`src/rtl/dtw_traceback_ctrl_pkg.sv`:
```
// Shared constants for the DTW traceback controller: FSM encodings,
// direction codes and default geometry.
package dtw_traceback_ctrl_pkg;

  localparam int COORD_W_DEF    = 5;
  localparam int DIR_W_DEF      = 2;
  localparam int BANDS_DEF      = 6;
  localparam int ADDR_W_DEF     = 6;
  localparam int MAX_STATUS_DEF = 63;

  typedef logic [2:0] state_t;

  localparam state_t ST_IDLE  = 3'd0;
  localparam state_t ST_FETCH = 3'd1;
  localparam state_t ST_WAIT  = 3'd2;
  localparam state_t ST_EMIT  = 3'd3;
  localparam state_t ST_DONE  = 3'd4;

  localparam logic [1:0] DIR_LEFT = 2'd0;
  localparam logic [1:0] DIR_DIAG = 2'd1;
  localparam logic [1:0] DIR_UP   = 2'd2;

endpackage

```
`src/rtl/dtw_traceback_ctrl.sv`:
```
// DTW traceback sequencer: walks from the start point to (0,0), fetching a
// direction word per step and streaming visited points over valid/ready.
module dtw_traceback_ctrl
  import dtw_traceback_ctrl_pkg::*;
#(
  parameter int COORD_W    = COORD_W_DEF,
  parameter int DIR_W      = DIR_W_DEF,
  parameter int BANDS      = BANDS_DEF,
  parameter int ADDR_W     = ADDR_W_DEF,
  parameter int MAX_STATUS = MAX_STATUS_DEF
) (
  input  logic                     clk,
  input  logic                     rst_n,
  input  logic                     start,
  input  logic                     abort,
  input  logic [COORD_W-1:0]       start_x,
  input  logic [COORD_W-1:0]       start_y,
  output logic                     busy,
  output logic                     done,
  output logic                     err,
  output logic                     dir_rd_en,
  output logic [ADDR_W-1:0]        dir_rd_addr,
  input  logic [BANDS*DIR_W-1:0]   dir_rd_data,
  output logic [COORD_W-1:0]       pc_cur_x,
  output logic [COORD_W-1:0]       pc_cur_y,
  output logic [BANDS*DIR_W-1:0]   pc_chosen,
  input  logic [COORD_W-1:0]       pc_next_x,
  input  logic [COORD_W-1:0]       pc_next_y,
  input  logic                     pc_skip,
  output logic                     path_valid,
  input  logic                     path_ready,
  output logic [COORD_W-1:0]       path_x,
  output logic [COORD_W-1:0]       path_y,
  output logic                     path_last
);

  state_t                   state_q, state_d;
  logic [COORD_W-1:0]       cur_x_q, cur_x_d, cur_y_q, cur_y_d;
  logic [ADDR_W-1:0]        status_q, status_d;
  logic [BANDS*DIR_W-1:0]   chosen_q, chosen_d;
  logic                     err_q, err_d;
  logic                     busy_q, busy_d, done_q, done_d;
  logic                     rd_en_q, rd_en_d, valid_q, valid_d;

  logic [ADDR_W:0]          status_sum_s;
  logic                     at_origin_s, stall_s, ovf_s, term_s;

  // One bit wider than the counter so an overflow is seen rather than wrapped
  assign status_sum_s = {1'b0, status_q} + {{ADDR_W{1'b0}}, 1'b1} + {{ADDR_W{1'b0}}, pc_skip};
  assign at_origin_s  = (cur_x_q == {COORD_W{1'b0}}) && (cur_y_q == {COORD_W{1'b0}});
  assign stall_s      = (pc_next_x == cur_x_q) && (pc_next_y == cur_y_q);
  assign ovf_s        = (status_sum_s > (ADDR_W+1)'(MAX_STATUS));
  assign term_s       = at_origin_s || stall_s || ovf_s;

  always_comb begin
    state_d  = state_q;
    cur_x_d  = cur_x_q;
    cur_y_d  = cur_y_q;
    status_d = status_q;
    chosen_d = chosen_q;
    err_d    = err_q;
    if (abort) begin
      state_d = ST_IDLE;
    end else begin
      case (state_q)
        ST_IDLE: begin
          if (start) begin
            cur_x_d  = start_x;
            cur_y_d  = start_y;
            status_d = {ADDR_W{1'b0}};
            err_d    = 1'b0;
            state_d  = ST_FETCH;
          end else begin
            state_d = ST_IDLE;
          end
        end
        ST_FETCH: state_d = ST_WAIT;
        ST_WAIT: begin
          chosen_d = dir_rd_data;
          state_d  = ST_EMIT;
        end
        ST_EMIT: begin
          if (!path_ready) begin
            state_d = ST_EMIT;
          end else if (at_origin_s) begin
            state_d = ST_DONE;
          end else if (stall_s || ovf_s) begin
            err_d   = 1'b1;
            state_d = ST_DONE;
          end else begin
            cur_x_d  = pc_next_x;
            cur_y_d  = pc_next_y;
            status_d = status_sum_s[ADDR_W-1:0];
            state_d  = ST_FETCH;
          end
        end
        ST_DONE: state_d = ST_IDLE;
        default: state_d = ST_IDLE;
      endcase
    end
    busy_d  = (state_d != ST_IDLE);
    done_d  = (state_d == ST_DONE);
    rd_en_d = (state_d == ST_FETCH);
    valid_d = (state_d == ST_EMIT);
  end

  // State, datapath and decoded output flops
  always_ff @(posedge clk or negedge rst_n) begin
    if (!rst_n) begin
      state_q  <= ST_IDLE;
      cur_x_q  <= {COORD_W{1'b0}};
      cur_y_q  <= {COORD_W{1'b0}};
      status_q <= {ADDR_W{1'b0}};
      chosen_q <= {(BANDS*DIR_W){1'b0}};
      err_q    <= 1'b0;
      busy_q   <= 1'b0;
      done_q   <= 1'b0;
      rd_en_q  <= 1'b0;
      valid_q  <= 1'b0;
    end else begin
      state_q  <= state_d;
      cur_x_q  <= cur_x_d;
      cur_y_q  <= cur_y_d;
      status_q <= status_d;
      chosen_q <= chosen_d;
      err_q    <= err_d;
      busy_q   <= busy_d;
      done_q   <= done_d;
      rd_en_q  <= rd_en_d;
      valid_q  <= valid_d;
    end
  end

  assign busy        = busy_q;
  assign done        = done_q;
  assign err         = err_q;
  assign dir_rd_en   = rd_en_q;
  assign dir_rd_addr = status_q;
  assign pc_cur_x    = cur_x_q;
  assign pc_cur_y    = cur_y_q;
  assign pc_chosen   = chosen_q;
  assign path_valid  = valid_q;
  assign path_x      = cur_x_q;
  assign path_y      = cur_y_q;
  // Depends on the external next-point logic, so it cannot be a flop
  assign path_last   = valid_q && term_s;

endmodule
```
`config.mk`:
```
export PLATFORM = sky130hd
export DESIGN_NAME = dtw_traceback_ctrl
export DESIGN_NICKNAME = d
export VERILOG_FILES = /design/src/rtl/dtw_traceback_ctrl_pkg.sv /design/src/rtl/dtw_traceback_ctrl.sv
export SDC_FILE = /design/constraint.sdc
export NUM_CORES = 1
export LEC_CHECK = 0
export CAP_MARGIN = 20
export CORE_MARGIN = 2
export CORE_UTILIZATION = 45
export CTS_BUF_LIST = sky130_fd_sc_hd__clkbuf_8
export DETAILED_ROUTE_END_ITERATION = 8
export GPL_TIMING_DRIVEN = 0
export PLACE_DENSITY = 0.89
export SYNTH_ARGS = -nofsm -noshare
export SYNTH_HDL_FRONTEND = slang
export SYNTH_SLANG_ARGS = --single-unit
```
`constraint.sdc`:
```
create_clock -name clk -period 3.83 [get_ports clk]
set_input_delay 0.766 -clock clk [delete_from_list [all_inputs] [get_ports clk]]
set_output_delay 0.766 -clock clk [all_outputs]
set_load 0.05 [all_outputs]
```
* Word level (Yosys, flattened, before mapping)
Index checks and enable logic that the tools add are counted.
** Cells by class
- Bitwise gates (word level) :: 1
- Add/subtract/negate cells :: 2
- Magnitude comparators :: 1
- Reduce and logical (&&, ||, !) cells :: 14
- Multipliers :: 0
- Shifts and indexed selects :: 0
- Eq/ne operators :: 13
- Div/mod/pow operators :: 0
- Muxes and demuxes :: 26
** Operators by type and width (count)
- $mux 5 :: 8
- $mux 6 :: 4
- $pmux 5 s2 :: 2
- $mux 3 :: 4
- $pmux 3 s4 :: 1
- $pmux 6 s2 :: 1
- $reduce_and 6->1 :: 2
- $eq 5x5->1 :: 2
- $logic_not 5->1 :: 2
- $ne 2x2->1 const B :: 5
- $eq 3x2->1 const B :: 3
- $add 6x1->7 const B :: 1
- $add 7x1->7 :: 1
- $gt 7x6->1 const B :: 1
- $eq 3x1->1 const B :: 2
- $mux 1 :: 5
- $eq 3x3->1 const B :: 1
- $logic_and 1x1->1 :: 3
- $logic_not 3->1 :: 1
- $logic_or 1x1->1 :: 3
- $reduce_bool 3->1 :: 1
- $pmux 1 s2 :: 1
- $reduce_and 2->1 :: 1
- $reduce_bool 2->1 :: 1
- $not 1->1 :: 1
** Word-level totals
- Bits in read-only memories :: 0
- Memory bits (writable) :: 0
- Memories :: 0
- Word-level logic and storage cells :: 67
- Input bits :: 38
- Register bits after elaboration :: 36
- Bits in latches :: 0
- Output and inout bits :: 44

* Logic depth before layout (Yosys ltp)
Gate-level depths: netlist (run 1).
- Word-level depth :: 10
- Gate-level depth with buffers :: 9
- Gate-level depth less buffers :: 8

* Worst setup path after synthesis (run 1)
Ideal clock, no wire load.
- Path kind :: register to output
- Start point :: reg cur_x_q[4] (netlist: path_x[4])
- End point :: out path_last
- Stages on the path, launching flop included :: 5
- Arrival time :: 2.130 ns
- Buffers on the path :: 0
- Data required time :: 3.064 ns
- Slack :: 0.934 ns
- Cells stage by stage :: dfrtp_1 or4_1 nor4_4 or3_2 and2_1
** On the way
- Word-level cells in the longest chain between the ends :: 5
- Elaborated cells on any way between the ends :: 7
- Classes of those cells :: eq/ne (1); reduce/logical (6)
** RTL lines
- from (decl) :: RTL line dtw_traceback_ctrl.sv:38 : logic [COORD_W-1:0] cur_x_q, cur_x_d, cur_y_q, cur_y_d;
- from (signal assigned) :: RTL line dtw_traceback_ctrl.sv:111 : cur_x_q <= {COORD_W{1'b0}};
- from (signal assigned) :: RTL line dtw_traceback_ctrl.sv:122 : cur_x_q <= cur_x_d;
- $eq 5x5->1 or $logic_not 5->1 (tied branches) :: RTL line dtw_traceback_ctrl.sv:51, dtw_traceback_ctrl.sv:50
- $logic_and 1x1->1, on equally long branches :: RTL line dtw_traceback_ctrl.sv:51, dtw_traceback_ctrl.sv:50
- $logic_or 1x1->1 * (2 in series) :: RTL line dtw_traceback_ctrl.sv:53 : assign term_s = at_origin_s || stall_s || ovf_s;
- $logic_and 1x1->1 * :: RTL line dtw_traceback_ctrl.sv:146 : assign path_last = valid_q && term_s;
- to (decl) :: RTL line dtw_traceback_ctrl.sv:34 : output logic path_last
Every way passes the cells marked *; elsewhere a longest branch is shown, timed or not.

* Worst setup path after layout (run 1)
- Start point :: in pc_next_y[0]
- End point :: out path_last
** On the way
- Word-level cells in the longest chain between the ends :: 5
** RTL lines
- from (decl) :: RTL line dtw_traceback_ctrl.sv:28 : input logic [COORD_W-1:0] pc_next_y,
- $eq 5x5->1 :: RTL line dtw_traceback_ctrl.sv:51 : assign stall_s = (pc_next_x == cur_x_q) && (pc_next_y == cur_y_q);
- $logic_and 1x1->1 :: RTL line dtw_traceback_ctrl.sv:51
- $logic_or 1x1->1 (2 in series) :: RTL line dtw_traceback_ctrl.sv:53
- $logic_and 1x1->1 :: RTL line dtw_traceback_ctrl.sv:146
No other way between the ends.

==> impl_metrics.tcl, run 1 <==
set metrics [dict create \
    ant_nets 0 \
    yosys.area.top_type "dfrtp_1" \
    post-route-period-util 0.9104 \
    num_rows 23 \
    relSlewSlack 0.4632 \
    rsz0062_at_grt "false" \
    p_per_area_nw_per_um2 626.1 \
    p_switching_uw 772.9 \
    synthFlopType "dfrtp_1" \
    die_area_sq_um 4621 \
    totalWireLength_um 4746 \
    clock_path_buffers 2 \
    grt_pass1_wl_um 7424 \
    min_period_ns 3.487 \
    yosysUniqueCellTypes 37 \
    worstPathArrival_ns 2.72 \
    worst_hold_slack_ns 0.5150 \
    gp_congestion 0.8444 \
    dp_hpwl_um 3594 \
    finalHoldViolCount 0 \
    dieHeight_um 67.98 \
    peakVddDrop_mv 0.4494 \
    grt_max_degree 37 \
    wl_per_cell_um 15.66 \
    clock_sinks 36 \
    crit_path_end_kind "output pin" \
    nFillCells 295 \
    cellLeakagePower_nw 1.261 \
    hold_path_class "flop to flop" \
    diodes 0 \
    drc_errors 0 \
    worstSetupStartpointType "input port" \
    syn_inst 164 \
    synth_enable_flop_cells 0 \
    r2r-start "dir_rd_addr[0]" \
    ios 82 \
    start_util 0.4638 \
    crit_start "pc_next_y[0]" \
    cts_inserted_buffers 5 \
    yosysWarnings 0 \
    avgSynthCellArea_sq_um 11.23 \
    synth_area_leaders "dfrtp_1 (49%), mux2_2 (7.9%), mux2i_1 (5.4%)" \
    slew_viol_final 0 \
    grt_pass1_vias 1515 \
    drt_first_pass_iters 4 \
    ys_ff_latch 36 \
    timing.setup.critical_path_class "input port to output pin" \
    totalPowerFinal_mw 1.763 \
    p_seq_frac 0.309 \
    synth_most_common_cell "dfrtp_1" \
    clock_power_share 0.190 \
    antenna_found_initial 0 \
    power_frac_comb 0.501 \
    grtUsageTotal 0.2203 \
    syn_nets 204 \
    netlist_area_sq_um 1842 \
    core_sq_um 3971 \
    power_switching_share 0.4383 \
    hp-start "pc_chosen[7]" \
    cts_hold_buf 0 \
    seq_area_frac_synth 0.4891 \
    grt_overflow 0 \
    dr_total_vias 1543 \
    fin_skew_ns 0.007792 \
    crit_fanout 4 \
    h-tree-depth 2 \
    tns_ns 0 \
    synth_commonest_cells "dfrtp_1 (36), mux2_2 (13), nand2_1 (13), o21ai_0 (13), xor2_1 (11)" \
    vias_per_cell 5.092 \
    insertion_delay_ns 0.29 \
    cts-root-buf "clkbuf_8" \
    worst_pin_slew_ns 0.8052 \
    netlist.area_leader.share 0.4891 \
    status "finished clean" \
    setup_viol 0 \
    syn2layout_area_growth_pct 52.92 \
    drive_above_1_share 0.1700 \
    ff2ff_setup_slack_ns 1.46 \
    cp.required_ns 3.06 \
    ys_async_sr_fraction 1.000 \
    die_w_um 67.98 \
    first_iter_violations 96 \
    cts.clk_slew.worst_paths_ns 0.07 \
    cts_tree "yes" \
    max_cap_violations 0 \
    internal-power_uw 990.5 \
    max_clock_freq_mhz 286.8 \
    io_buffer_count 81 \
    layout.nets 292 \
]
[cell type report]
class / instances / area (sq um) / area share
Timing Repair Buffer: 81 / 800.8 / 0.2843
Buffer: 16 / 113.9 / 0.04043
Sequential cell: 36 / 900.9 / 0.3199
Clock inverter: 3 / 42.54 / 0.01510
Multi-Input combinational cell: 108 / 812.0 / 0.2883
Tap cell: 50 / 62.56 / 0.02221
Inverter: 4 / 15.01 / 0.005331
Clock buffer: 5 / 68.82 / 0.02443
[registers in the layout, summed over array words and instances, names as in the netlist]
signal and flops:
pc_chosen 12, dir_rd_addr 6, path_x 5, path_y 5, state_q 3, busy 1
dir_rd_en 1, done 1, err 1, path_valid 1
[worst paths after layout]
path,depth (start not counted),end
setup / recovery,7,path_last
hold / removal,1,pc_chosen[7]
setup reg to reg,8,dir_rd_addr[5]
hold reg to reg,1,pc_chosen[7]
max in group asynchronous,1,dir_rd_addr[1]
min in group asynchronous,1,path_valid
[logic make-up after synthesis]
group / count (synthesis) / synth area share
AND/OR/NAND/NOR: 49 / 0.1637
XOR/XNOR: 13 / 0.06182
adder cells (fa/ha/maj): 2 / 0.01358
flip-flops: 36 / 0.4891
multiplexers: 23 / 0.1338
buffers and inverters: 20 / 0.06997
AO/OA/AOI/OAI: 21 / 0.06793
[routing by layer]
metal,GRT usage,up-vias,routed length (um)
li1,-,738,-
met4,0.1025,0,136
met2,0.3847,36,2604
met5,0,-,0
met1,0.2700,756,1870
met3,0.02632,13,135
[layout by cell type (no fill, tap or decap), drive strengths merged]
| cell | count |
|---|---|
| nand3b | 1 |
| bufinv | 1 |
| nor2 | 10 |
| and4 | 2 |
| nand3 | 1 |
| and3 | 2 |
| clkinv | 1 |
| and3b | 1 |
| xnor2 | 2 |
| nor4 | 5 |
| ha | 2 |
| or4b | 1 |
| nand4 | 4 |
| xor2 | 11 |
| buf | 15 |
| a21oi | 4 |
| dfrtp | 36 |
| a31oi | 1 |
| and2 | 1 |
| or4 | 2 |
| nand2 | 13 |
| o31a | 1 |
| inv | 4 |
| or3 | 2 |
| clkinvlp | 1 |
| clkdlybuf4s50 | 79 |
| nor2b | 3 |
| mux2i | 10 |
| mux2 | 13 |
| and2b | 1 |
| o21ai | 15 |
| clkbuf | 8 |
[worst max-delay path: stages]
cell and delay (ns):
clkdlybuf4s50_1 0.43, xor2_1 0.17, nor4_1 0.46, and4_1 0.33, or3_2 0.17, and2_1 0.12
clkbuf_2 0.26
[power groups by stage]
stage / Clock, mW / Combinational (mW) / Sequential, mW
2_1_floorplan: 0 / 0.289 / 0.829
3_3_place_gp: 0 / 0.871 / 0.547
3_5_place_dp: 0 / 0.884 / 0.552
4_1_cts: 0.339 / 0.889 / 0.545
5_1_grt: 0.353 / 0.921 / 0.557
6_report: 0.335 / 0.884 / 0.545
[what timing repair did]
| action | 4_1_cts | 5_1_grt |
|---|---|---|
| setup buffers | 0 | 0 |
| cloned | 0 | 0 |
| setup endpoints to repair | 1 | 1 |
| gates resized for setup | 1 | 2 |
[metrics by stage]
| step | std cells | cell area (sq um) | util | worst slack [ns] |
|---|---|---|---|---|
| final | 303 | 2816 | 0.7092 | 0.3430 |
| after detailed placement | 295 | 2710 | 0.6824 | -0.1460 |
| after global routing | 303 | 2816 | 0.7092 | 0.2110 |
| after floorplan | 164 | 1842 | - | 0.9341 |
| after global placement | 295 | 2715 | 0.6837 | -0.1023 |
| after CTS | 303 | 2820 | 0.7101 | 0.1117 |
No activity file was read; power rests on OpenSTA's default activity.
==> inputs of run 2 (changes only) <==
- SLEW_MARGIN: unset -> 20
==> run 2 against run 1 <==
Flip-flop and latch count unchanged. First-iteration DRC count down 2.1%. Clock skew down 0.0024 ns. Combinational power about the same. Hold slack worse by 0.12 ns. Fmax down 5.9%. Cell count up 0.33%. Sequential share of layout area down 0.32 points. Clock power down 3%. Via count down 0.52%. Non-clock buffer count up 1. Largest cell class unchanged.
==> impl_metrics.tcl, run 2 (same netlist as run 1, synthesis figures left out) <==
set metrics [dict create \
    core_sq_um 3971 \
    wl_per_cell_um 15.13 \
    io_buffer_count 81 \
    p_per_area_nw_per_um2 616.3 \
    grt_overflow 0 \
    clock_sinks 36 \
    grt_pass1_wl_um 7389 \
    worstSetupStartpointType "input port" \
    h-tree-depth 2 \
    vias_per_cell 5.049 \
    finalHoldViolCount 0 \
    drive_above_1_share 0.1654 \
    die_area_sq_um 4621 \
    post-route-period-util 0.9679 \
    dp_hpwl_um 3607 \
    cellLeakagePower_nw 1.279 \
    hold_path_class "input port to asynchronous set/reset pin" \
    timing.setup.critical_path_class "input port to output pin" \
    first_iter_violations 94 \
    dieHeight_um 67.98 \
    ios 82 \
    insertion_delay_ns 0.29 \
    cts_inserted_buffers 5 \
    syn2layout_area_growth_pct 54.48 \
    dr_total_vias 1535 \
    totalWireLength_um 4600 \
    regArea_sq_um 900.9 \
    num_rows 23 \
    drc_errors 0 \
    drt_first_pass_iters 4 \
    grt_pass1_vias 1529 \
    relSlewSlack 0.5222 \
    crit_fanout 4 \
    worstPathArrival_ns 2.94 \
    setup_viol 0 \
    slew_viol_final 0 \
    die_w_um 67.98 \
    max_clock_freq_mhz 269.8 \
    multi_input_area_sq_um 812.0 \
    status "finished clean" \
    cp_cell_sequence "clkdlybuf4s50_1, xor2_1, nor4_1, and4_1, or3_2, and2_1, clkdlybuf4s15_1" \
    cp.required_ns 3.06 \
    worst_pin_slew_ns 0.7167 \
    grt_max_degree 23 \
    rsz0062_at_grt "false" \
    fin_skew_ns 0.005440 \
    layout.nets 293 \
    cts-root-buf "clkbuf_8" \
    final_common_cell "clkdlybuf4s50_1" \
    peakVddDrop_mv 0.3888 \
    grtUsageTotal 0.2180 \
    post-route-util 0.7164 \
    nFillCells 286 \
    grtUsageMet2 0.3871 \
    ant_nets 0 \
    use_met1 0.2681 \
    start_util 0.4638 \
    min_period_ns 3.707 \
    layout_common_cells "clkdlybuf4s50_1 (79), dfrtp_1 (36), o21ai_0 (13), nand2_1 (13), mux2_2 (13)" \
    antenna_found_initial 0 \
    cts_tree "yes" \
    grt_busiest_layer "met2" \
    tns_ns 0 \
    cts_setup_buffers 0 \
    cpPeakStageDelay_ns 0.48 \
    clock_path_buffers 2 \
    largest_register_ffs 12 \
    gp_congestion 0.8444 \
    diodes 0 \
    max_cap_violations 0 \
    cpMaxStageDelayCell "clkdlybuf4s15_1" \
    cts.clk_slew.worst_paths_ns 0.07 \
    crit_path_end_kind "output pin" \
    grt_util_met3 0.02632 \
]
-- run 2: cell type report --
type                    count  area share
plain buffers              16     0.04002
clock buffers               5     0.02419
clock inverters             3     0.01363
inverters                   4    0.005277
multi-input cells         108      0.2854
flip-flops and latches     36      0.3166
well taps                  50     0.02199
repair buffers             82      0.2929
-- run 2: metrics by stage --
step / worst slack (ns) / cell area (sq um) / power [mW] / hold slack (ns) / cells
after global placement: -0.1023 / 2715 / 1.418 / 0.4815 / 295
after detailed placement: -0.1475 / 2738 / 1.439 / 0.4987 / 296
final: 0.1229 / 2845 / 1.753 / 0.3902 / 304
after floorplan: 0.9341 / 1842 / 1.118 / 0.4633 / 164
after global routing: 0.01544 / 2845 / 1.826 / 0.4101 / 304
after CTS: 0.1226 / 2844 / 1.764 / 0.4038 / 304
-- run 2: routing by layer --
layer | vias up | wire length, um
met2 | 28 | 2528
met1 | 763 | 1878
met3 | 7 | 111
met4 | 0 | 81
li1 | 737 | -
met5 | - | 0
-- run 2: power breakdown --
group	total (mW)	internal [mW]	switching [mW]
logic	0.883	0.337	0.546
clock network	0.326	0.191	0.136
registers	0.544	0.464	0.0807
-- run 2: repair_timing --
item                                    in CTS  in global routing
endpoints found under the setup margin       1                  1
gates resized for setup                      1                  1
hold buffers                                 0                  0
-- run 2: path summary, 6_finish.rpt --
| check | startpoint | depth (start not counted) | endpoint | slack, ns |
|---|---|---|---|---|
| max in group asynchronous | rst_n | 2 | path_y[1] | 3.00 |
| hold reg to reg | pc_chosen[10] | 1 | pc_chosen[10] | 0.51 |
| min in group clk | pc_chosen[10] | 1 | pc_chosen[10] | 0.51 |
| setup reg to reg | dir_rd_addr[0] | 8 | dir_rd_addr[5] | 1.47 |
| hold / removal | rst_n | 1 | path_valid | 0.39 |
| setup / recovery | pc_next_y[0] | 7 | path_last | 0.12 |
-- run 2: critical path: cells and delay by family --
kind | cells | cell delay [ns]
buffers and inverters | 2 | 0.91
XOR/XNOR | 1 | 0.17
AND/OR/NAND/NOR | 4 | 1.08
==> inputs of run 3 (changes only) <==
- CORE_ASPECT_RATIO: unset -> 1.25
==> run 3 against run 2 <==
Design area down 0.13%. Critical path depth unchanged. Hold slack better by 0.037 ns. Core utilization down 0.63 points. Power down 2.2%. Sequential share of layout area about the same. Critical path type unchanged. Flip-flop and latch count unchanged. Cell count up 1.6%. First-iteration DRC count down 38%. Largest power group unchanged. Largest cell class unchanged. Global-route usage down 1.8 points. Combinational power about the same.
==> impl_metrics.tcl, run 3 (same netlist as run 1, synthesis figures left out) <==
set metrics [dict create \
    p_seq_frac 0.316 \
    post-route-util 0.7101 \
    max_clock_freq_mhz 273.1 \
    largest_register_ffs 12 \
    grtUsageTotal 0.1999 \
    gp_congestion 0.8051 \
    die_w_um 61.22 \
    grt_max_degree 20 \
    first_iter_violations 58 \
    start_util 0.4603 \
    grt_pass1_wl_um 6906 \
    crit_fanout 4 \
    cts.clk_slew.worst_paths_ns 0.07 \
    antenna_found_initial 0 \
    hold_path_class "input port to asynchronous set/reset pin" \
    reg2regPathDepth 8 \
    post-route-period-util 0.9562 \
    relSlewSlack 0.5683 \
    crit_path_end_kind "output pin" \
    grt_pass1_vias 1546 \
    dr_total_vias 1537 \
    rsz0062_at_grt "false" \
    ios 82 \
    p_switching_uw 754.3 \
    multi_input_area_sq_um 812.0 \
    setup_viol 0 \
    peakVddDrop_mv 0.3493 \
    diodes 0 \
    dp_hpwl_um 3376 \
    totalWireLength_um 4289 \
    p_per_area_nw_per_um2 603.8 \
    drt_first_pass_iters 4 \
    ff2ff_setup_slack_ns 1.53 \
    io_buffer_count 81 \
    regArea_sq_um 900.9 \
    die_area_sq_um 4624 \
    max_cap_violations 0 \
    grt_overflow 0 \
    core_sq_um 4001 \
    nFillCells 314 \
    totalPowerFinal_mw 1.716 \
    cts_hold_buf 0 \
    internal-power_uw 961.4 \
    worstSetupStartpointType "input port" \
    cellLeakagePower_nw 1.270 \
    clock_sinks 36 \
    power_frac_comb 0.514 \
    layout.nets 293 \
    timing.setup.critical_path_class "input port to output pin" \
    wl_per_cell_um 13.88 \
    worst_pin_slew_ns 0.6475 \
    num_rows 26 \
    ant_nets 0 \
    instances_no_fill 309 \
    drive_above_1_share 0.1660 \
    cts-root-buf "clkbuf_8" \
    power_switching_share 0.4397 \
    finalHoldViolCount 0 \
    min_period_ns 3.662 \
    status "finished clean" \
    dp_cells 302 \
    h-tree-depth 2 \
    final_common_cell "clkdlybuf4s50_1" \
    vias_per_cell 4.974 \
    cp.required_ns 3.06 \
    fin_skew_ns 0.008813 \
    cts_tree "yes" \
    insertion_delay_ns 0.28 \
    layout_common_cells "clkdlybuf4s50_1 (79), dfrtp_1 (36), o21ai_0 (13), nand2_1 (13), mux2_2 (13)" \
    syn2layout_area_growth_pct 54.28 \
    clock_path_buffers 2 \
    worstPathArrival_ns 2.90 \
    slew_viol_final 0 \
    cts_inserted_buffers 5 \
    dieHeight_um 75.53 \
    drc_errors 0 \
    clock_power_share 0.169 \
]
==> run 3: path summary, 6_finish.rpt <==
path | endpoint | from
worst min-delay path | dir_rd_addr[3] | rst_n
max in group asynchronous | pc_chosen[5] | rst_n
worst max register to register | dir_rd_addr[5] | dir_rd_addr[0]
min in group clk | state_q[1] | state_q[2]
worst min register to register | state_q[1] | state_q[2]
worst max-delay path | path_last | pc_next_x[2]
==> run 3: routing by layer <==
layer | track usage | part of all wire | vias to the layer above
met1 | 0.2220 | 0.40 | 729
met4 | 0.07005 | 0.017 | 0
met3 | 0.05093 | 0.067 | 8
met5 | 0 | 0 | -
met2 | 0.3629 | 0.51 | 56
li1 | - | - | 744
==> run 3: area by class of cell <==
cell class,instances,share of cell area
Buffer,16,0.04007
Clock buffer,7,0.03391
Inverter,4,0.005284
Multi-Input combinational cell,108,0.2858
Sequential cell,36,0.3170
Tap cell,56,0.02466
Timing Repair Buffer,82,0.2933
==> run 3: repair_timing <==
action	in CTS	in global routing
setup endpoints to repair	1	1
setup buffers	0	0
resized for setup	1	1
==> run 3: per-stage QoR <==
stage | setup slack, ns | instance area [sq um] | hold slack [ns] | TNS, ns
4_1_cts | 0.1090 | 2840 | 0.4344 | 0
3_3_place_gp | -0.1092 | 2723 | 0.4803 | -0.1092
2_1_floorplan | 0.9341 | 1842 | 0.4633 | 0
5_1_grt | 0.002628 | 2841 | 0.4621 | 0
3_5_place_dp | -0.1415 | 2745 | 0.4870 | -0.1415
6_report | 0.1679 | 2841 | 0.4275 | 0
==> run 3: power by group through the flow <==
stage / Combinational (mW) / Clock (mW) / Sequential, mW
after detailed placement: 0.887 / 0 / 0.550
after global placement: 0.870 / 0 / 0.544
after floorplan: 0.289 / 0 / 0.829
final: 0.882 / 0.291 / 0.543
after CTS: 0.890 / 0.296 / 0.543
after global routing: 0.923 / 0.307 / 0.554
==> run 3: critical path, cell delays in order <==
cell             delay [ns]
clkdlybuf4s50_1        0.44
xor2_1                 0.18
nor4_1                 0.43
and4_1                 0.31
or3_2                  0.16
and2_1                 0.12
clkdlybuf4s15_1        0.49
